==> src/rtl/hazard_pkg.sv <==
// Shared types for the EXE hazard controller.
// FSM states, forwarding selects, MDU counter width.
package hazard_pkg;

  typedef enum logic [1:0] {
    RUN          = 2'd0,
    MDU_BUSY     = 2'd1,
    EXC_REDIRECT = 2'd2
  } state_e;

  localparam logic [1:0] FWD_RF  = 2'b00;
  localparam logic [1:0] FWD_MEM = 2'b10;
  localparam logic [1:0] FWD_WB  = 2'b01;

  localparam int CNT_W = 4;

  // Nearest producer wins; $0 never forwards.
  function automatic logic [1:0] fwd_pick(
    input logic       mw,
    input logic [4:0] md,
    input logic       ww,
    input logic [4:0] wd,
    input logic [4:0] src
  );
    if (mw && md != 5'd0 && md == src)
      return FWD_MEM;
    if (ww && wd != 5'd0 && wd == src)
      return FWD_WB;
    return FWD_RF;
  endfunction

endpackage

==> src/rtl/mdu_stall_counter.sv <==
// Down-counter timing the remaining MDU hold cycles.
// Ports: CLK, RST_N, load, dec -> count, zero.
module mdu_stall_counter
  import hazard_pkg::*;
#(
  parameter logic [CNT_W-1:0] LOAD_VAL = 4'd2
) (
  input  logic             CLK,
  input  logic             RST_N,
  input  logic             load,
  input  logic             dec,
  output logic [CNT_W-1:0] count,
  output logic             zero
);

  always_ff @(posedge CLK or negedge RST_N) begin
    if (!RST_N)
      count <= '0;
    else if (load)
      count <= LOAD_VAL;
    else if (dec && count != '0)
      count <= count - 1'b1;
  end

  assign zero = (count == '0);

endmodule

==> src/rtl/exe_hazard_ctrl.sv <==
// Stall/bubble/flush/forward control around ID/EXE.
// Ports: hazard fields in, pipeline enables/flushes/fwd out. Macro: HAZARD_FWD_EN.
module exe_hazard_ctrl
  import hazard_pkg::*;
#(
  parameter int         MDU_LATENCY = 4,
  parameter logic [7:0] EXC_VECTOR  = 8'h80
) (
  input  logic       CLK,
  input  logic       RST_N,
  input  logic [4:0] id_rs,
  input  logic [4:0] id_rt,
  input  logic       id_uses_rt,
  input  logic [4:0] ex_rs,
  input  logic [4:0] ex_rt,
  input  logic [4:0] ex_dst,
  input  logic       ex_reg_write,
  input  logic       ex_mem_read,
  input  logic       ex_mdu,
  input  logic       ex_exception,
  input  logic [7:0] ex_pc,
  input  logic       mem_reg_write,
  input  logic       wb_reg_write,
  input  logic [4:0] mem_dst,
  input  logic [4:0] wb_dst,
  output logic       pc_write_en,
  output logic       if_id_write_en,
  output logic       id_exe_bubble,
  output logic       exe_hold,
  output logic       flush_if_id,
  output logic       flush_id_exe,
  output logic       flush_exe_mem,
  output logic       pc_sel_exc,
  output logic [7:0] epc,
  output logic [1:0] fwd_a,
  output logic [1:0] fwd_b
);

  localparam logic [CNT_W-1:0] MDU_LOAD =
    CNT_W'(MDU_LATENCY - 2);

  generate
    if (MDU_LATENCY < 2 || MDU_LATENCY > 15)
      $error("MDU_LATENCY out of range");
    if (EXC_VECTOR[1:0] != 2'b00)
      $error("EXC_VECTOR must be word aligned");
  endgenerate

  state_e           st;
  state_e           st_nx;
  logic [CNT_W-1:0] cnt;
  logic             cnt_zero;
  logic             data_haz;
  logic             run_exc;
  logic             run_mdu;
  logic             run_haz;

  function automatic logic id_reads(input logic [4:0] r);
    return (r == id_rs) || (id_uses_rt && r == id_rt);
  endfunction

`ifdef HAZARD_FWD_EN
  assign data_haz = ex_mem_read && ex_dst != 5'd0
                 && id_reads(ex_dst);
  assign fwd_a = fwd_pick(mem_reg_write, mem_dst,
                          wb_reg_write, wb_dst, ex_rs);
  assign fwd_b = fwd_pick(mem_reg_write, mem_dst,
                          wb_reg_write, wb_dst, ex_rt);
`else
  // No bypass: stall until the producer reaches WB,
  // where the register file write precedes the read.
  assign data_haz =
      (ex_reg_write && ex_dst != 5'd0 && id_reads(ex_dst))
   || (mem_reg_write && mem_dst != 5'd0 && id_reads(mem_dst));
  assign fwd_a = FWD_RF;
  assign fwd_b = FWD_RF;
`endif

  logic unused_ok;
  assign unused_ok = ^{ex_rs, ex_rt, ex_reg_write,
                       ex_mem_read, wb_reg_write, wb_dst,
                       mem_reg_write, mem_dst, cnt};

  assign run_exc = (st == RUN) && ex_exception;
  assign run_mdu = (st == RUN) && !ex_exception && ex_mdu;
  assign run_haz = (st == RUN) && !ex_exception && !ex_mdu
                && data_haz;

  mdu_stall_counter #(
    .LOAD_VAL (MDU_LOAD)
  ) u_cnt (
    .CLK   (CLK),
    .RST_N (RST_N),
    .load  (run_mdu),
    .dec   (st == MDU_BUSY),
    .count (cnt),
    .zero  (cnt_zero)
  );

  always_ff @(posedge CLK or negedge RST_N) begin
    if (!RST_N)
      st <= RUN;
    else
      st <= st_nx;
  end

  always_ff @(posedge CLK or negedge RST_N) begin
    if (!RST_N)
      epc <= 8'h00;
    else if (run_exc)
      epc <= ex_pc;
  end

  always_comb begin
    st_nx = st;
    unique case (st)
      RUN: begin
        if (ex_exception)
          st_nx = EXC_REDIRECT;
        else if (ex_mdu)
          st_nx = MDU_BUSY;
      end
      MDU_BUSY: begin
        if (cnt_zero)
          st_nx = RUN;
      end
      EXC_REDIRECT: st_nx = RUN;
      default:      st_nx = RUN;
    endcase
  end

  // Outputs are forced to idle while reset is held so
  // the pipeline sees a clean state immediately.
  always_comb begin
    pc_write_en    = 1'b1;
    if_id_write_en = 1'b1;
    id_exe_bubble  = 1'b0;
    exe_hold       = 1'b0;
    flush_if_id    = 1'b0;
    flush_id_exe   = 1'b0;
    flush_exe_mem  = 1'b0;
    pc_sel_exc     = 1'b0;
    if (RST_N) begin
      unique case (1'b1)
        (st == EXC_REDIRECT): begin
          pc_sel_exc   = 1'b1;
          flush_if_id  = 1'b1;
          flush_id_exe = 1'b1;
        end
        (st == MDU_BUSY), run_mdu: begin
          pc_write_en    = 1'b0;
          if_id_write_en = 1'b0;
          exe_hold       = 1'b1;
          flush_exe_mem  = 1'b1;
        end
        run_exc: begin
          pc_write_en   = 1'b0;
          flush_if_id   = 1'b1;
          flush_id_exe  = 1'b1;
          flush_exe_mem = 1'b1;
        end
        run_haz: begin
          pc_write_en    = 1'b0;
          if_id_write_en = 1'b0;
          id_exe_bubble  = 1'b1;
        end
        default: ;
      endcase
    end
  end

endmodule
==> config.mk <==
export PLATFORM = sky130hd
export DESIGN_NAME = exe_hazard_ctrl
export DESIGN_NICKNAME = d
export VERILOG_FILES = /design/src/rtl/hazard_pkg.sv /design/src/rtl/mdu_stall_counter.sv /design/src/rtl/exe_hazard_ctrl.sv
export SDC_FILE = /design/constraint.sdc
export NUM_CORES = 1
export LEC_CHECK = 0
export BUFFER_PORTS_ARGS = -buffer_cell sky130_fd_sc_hd__buf_2
export CORE_ASPECT_RATIO = 0.8
export CORE_MARGIN = 8
export CORE_UTILIZATION = 40
export DETAILED_ROUTE_END_ITERATION = 8
export GPL_ROUTABILITY_DRIVEN = 0
export HOLD_SLACK_MARGIN = 0.06
export PLACE_DENSITY = 0.85
export SLEW_MARGIN = 15
export SYNTH_ARGS = -nofsm -noshare
export SYNTH_HDL_FRONTEND = slang
export SYNTH_SLANG_ARGS = --single-unit
==> constraint.sdc <==
create_clock -name CLK -period 1.8 [get_ports CLK]
set_input_delay 0.36 -clock CLK [delete_from_list [all_inputs] [get_ports CLK]]
set_output_delay 0.36 -clock CLK [all_outputs]
set_load 0.01 [all_outputs]
Word level (Yosys, flattened, before mapping). Cells that the tools add are included.

Output and inout port bits: 20. Register bits after elaboration: 14.

$add $sub $neg: 1. Equal/unequal tests: 8. Reductions and logical operators: 29. Muxes and demuxes: 20.

Operators with widths (number): $eq 5x5->1 (4); $mux 1 (14); $logic_and 1x1->1 (12); $reduce_bool 5->1 (2); $mux 4 (2); $mux 2 (3); $reduce_or 3->1 (2); $logic_not 4->1 (1); $pmux 2 s2 (1); $reduce_bool 4->1 (1); $reduce_or 2->1 (2); $reduce_or 4->1 (1); $sub 4x1->4 const B (1); $logic_or 1x1->1 (3); $ne 3x3->1 const B (1); $eq 2x1->1 const B (1); $eq 2x2->1 const B (1); $logic_not 1->1 (2); $logic_not 2->1 (1); $ne 2x2->1 const B (1); $reduce_and 2->1 (1); $reduce_bool 2->1 (1).

Depth between registers and ports, before layout.
Depth in word-level cells: 9. Depth in mapped cells: 6.

Modules after synthesis. From an unflattened synthesis, not the netlist that was laid out.

Cells, all modules: 100. Area total of the unflattened synthesis: 1007.2 µm².

By module, submodules not included: exe_hazard_ctrl (cells each 76, area each 759.5 µm², seq. area each 250.2 µm², instances 1); mdu_stall_counter (cells each 24, area each 247.7 µm², seq. area each 100.1 µm², instances 1).

Least setup slack after synthesis. Ideal clock, no wire load.

Path type: input-to-output. Start point: input ex_dst[1]. End point: output if_id_write_en. Stages: 4. Data required time: 1.440 ns. Path slack: 0.095 ns. Data arrival time: 1.345 ns. Cell sequence: or4_1 o211ai_1 o22a_2 and2b_1.

Cells in the longest elaborated chain, start to end: 9.

RTL lines: start: declaration (line exe_hazard_ctrl.sv:16) `input logic [4:0] ex_dst,`; $eq 5x5->1 (line exe_hazard_ctrl.sv:59) `return (r == id_rs) || (id_uses_rt && r == id_rt);`; $logic_and 1x1->1 (line exe_hazard_ctrl.sv:59); $logic_or 1x1->1 (line exe_hazard_ctrl.sv:59); $logic_and 1x1->1 * (line exe_hazard_ctrl.sv:73) `(ex_reg_write && ex_dst != 5'd0 && id_reads(ex_dst))`; $logic_or 1x1->1 * (line exe_hazard_ctrl.sv:74) `|| (mem_reg_write && mem_dst != 5'd0 && id_reads(mem_dst));`; $logic_and 1x1->1 * (line exe_hazard_ctrl.sv:87) `&& data_haz;`; $reduce_or 3->1 (no line) *; $mux 1 * (line exe_hazard_ctrl.sv:144) `unique case (1'b1)`; $mux 1 * (line exe_hazard_ctrl.sv:143) `if (RST_N) begin`; end: declaration (line exe_hazard_ctrl.sv:27) `output logic if_id_write_en,`.

Every way passes the cells marked *; elsewhere a longest branch is shown, timed or not.

Worst setup path after layout.
Start point: input mem_dst[2]. End point: output if_id_write_en.

Cells in the longest elaborated chain, start to end: 9.

RTL lines: start: declaration (line exe_hazard_ctrl.sv:24) `input logic [4:0] mem_dst,`; $eq 5x5->1 (line exe_hazard_ctrl.sv:59); $logic_and 1x1->1 (line exe_hazard_ctrl.sv:59); $logic_or 1x1->1 (line exe_hazard_ctrl.sv:59); $logic_and 1x1->1 * (line exe_hazard_ctrl.sv:74); $logic_or 1x1->1 * (line exe_hazard_ctrl.sv:74); $logic_and 1x1->1 * (line exe_hazard_ctrl.sv:87); $reduce_or 3->1 (no line) *; $mux 1 * (line exe_hazard_ctrl.sv:144); $mux 1 * (line exe_hazard_ctrl.sv:143).

Marked as above.

==> run metrics <==
grt total ovfl=0; max cap viols=0; fin nets=219; Core ar.=2360 µm²; synthesis warning total=0; initial core utilization=0.409; register bit total from synthesis=14; die width=70.9 µm; Detailed Route Iter0 Violations=5; initial antenna violation count=0; first-pass GRT wire length=4740 µm; Setup CP Type=input port to primary output; DIE AREA=4250 µm²; P_leak=0.000752 µW; CTS max path bufs=2; DRC violations left=0; # hold bufs at CTS=0; r2r worst-path depth=4; status=finished, violations left; Non-Filler Cell Area, Final=1460 µm²; Die Ht=60.0 µm; M1 GR Usage=0.139; HPWL Detailed=2350 µm; top cells by count, synth=xor2_1 (20), dfrtp_1 (14), mux2_2 (8), nor2_1 (8), buf_4 (5); vias in the first global route=1035; top post-synthesis cells by area=dfrtp_1 (36%), xor2_1 (18%), mux2_2 (9.3%); M2 GR Usage=0.250; fraction of layout cells with a size suffix above 1=0.546; Num CTS Buffers=3; post-route core utilization=0.619; fraction of registers with async set/reset=1.00; Setup crit end kind=primary output; antenna viol nets, final=0; sequential area share after synthesis=0.363; IR drop worst, VDD=0.000777 V; CTS clk-pin slew, worst paths=80 ps; most used routing layer=met2; critical path peak fanout=3; number of antenna repair diodes=0; Row Count=16; r2r endpoint=epc[3]; dominant synthesized flop cell=dfrtp_1; Distinct cells, synth=28; routing usage on met3=0.0637; overall power=1550 µW; Worst EP required=1440 ps; Post-Place Worst Slack=-230 ps; Root Driver=clkbuf_4; Area Overhead vs Synth=51.3%; EDFF count, synth=0; Total GRT Usage=0.141; final worst-path cycle share=1.12; Reg2Reg Launch Point=st[0]; Syn Std Cell Area=966 µm²; area leader, netlist=dfrtp_1; vias per inst=4.95; via count=941; Worst Skew=8.16 ps; worst path arrival time=1650 ps; Worst Slack Setup Final=-214 ps; Fin. Hold Viols=0; r2r setup slk=350 ps; RSZ-0062 raised after global routing=yes; clock sinks=14; first-pass iteration count of the detailed router=4; Total Wirelength=2790 µm; minimum clock period=2010 ps; Slew Limit Fails=0; Max Clk Rate=496 MHz; gate count of the mapped netlist=95; PwrDens=1060 nW/µm²; TritonCTS clock tree=built; most frequent cell after synthesis=xor2_1; number of port buffers=50; HP Class=input port to async pin; Area after DPL=1330 µm²; largest net degree at the start of global routing=18; # setup viols final=4; failing checks=negative setup slack; Ports=72; CP startpoint kind=input port; WL/cell=14.7 µm; H-tree depth=1; Mean Syn Cell Area=10.2 µm²; Synth top area share=0.363; worst skew pair latency=280 ps
==> what timing repair did <==
action	in CTS	in global routing
gates resized for setup	11	6
setup endpoints to repair	4	6
setup buffers	1	2
pin swaps	4	2
hold endpoints to repair	0	0
==> layout by cell type (no fill, tap or decap), types with 2 or more instances in the layout <==
cell	netlist	layout
mux2_2	8	8
buf_4	5	17
nor3_1	4	3
o211ai_1	2	2
buf_2	1	44
clkbuf_4	0	3
nand2_1	4	4
nor2_1	8	8
buf_6	0	7
inv_1	3	3
conb_1	1	4
nor2b_4	1	2
xor2_1	20	20
dfrtp_1	14	14
ha_1	2	2
a32oi_1	2	2
xnor2_1	3	3
==> registers in the layout, summed over array words and instances, names as in the netlist <==
| register | cells |
|---|---|
| u_cnt.count | 4 |
| st | 2 |
| epc | 8 |
==> report_power, final <==
part / leakage, µW / switching, µW / internal, µW
combinational: 0.000570 / 397 / 436
sequential: 0.000168 / 87.0 / 462
clock: 0.0000138 / 90.2 / 77.6
total: 0.000752 / 574 / 976
==> worst max-delay path: stages <==
cell     delay, ps
buf_2          120
buf_4          130
xor2_1         130
nor3_1         300
a32oi_1        100
o22a_2         240
and2b_1        170
buf_6          120
==> cell type report <==
class                   count  area [µm²]
repair buffers             68         427
flip-flops and latches     14         350
clock buffers               3        22.5
fillers                   198         901
well taps                  27        33.8
multi-input cells          75         617
inverters                   3        11.3
==> per-stage QoR <==
step	setup TNS [ps]	cells	hold slack, ps
finish	-503	190	61.1
global route	-864	190	77.4
global placement	-429	184	324
detailed placement	-557	184	333
CTS	-470	188	69.8
floorplan	0	98	64.4
==> worst max path at each step <==
stage / slack, ps / cells after the start / to / startpoint
after detailed placement: -230 / 8 / if_id_write_en / mem_dst[1]
after CTS: -200 / 6 / if_id_write_en / st[0]
after global routing: -310 / 6 / if_id_write_en / st[0]
after global placement: -170 / 6 / pc_write_en / ex_dst[1]
after floorplan: 100 / 4 / if_id_write_en / ex_dst[1]
final: -210 / 8 / if_id_write_en / mem_dst[2]
==> cell families (layout without fill, tap and decap cells) <==
family,Yosys count,count (layout),share of synthesized area
flops,14,14,0.363
xor+xnor,23,23,0.209
buf+inv,9,74,0.0557
fa+ha+maj,2,2,0.0259
mux,8,8,0.0933
other cells,1,4,0.00388
simple gates,29,29,0.174
compound gates,9,9,0.0764
==> layer usage <==
metal  up-vias  part of all wire
li1        452                 -
met1       438              0.37
met2        49              0.49
met3         2              0.13
met4         0            0.0086
met5         -                 0
Power figures use the tool's default switching activity.
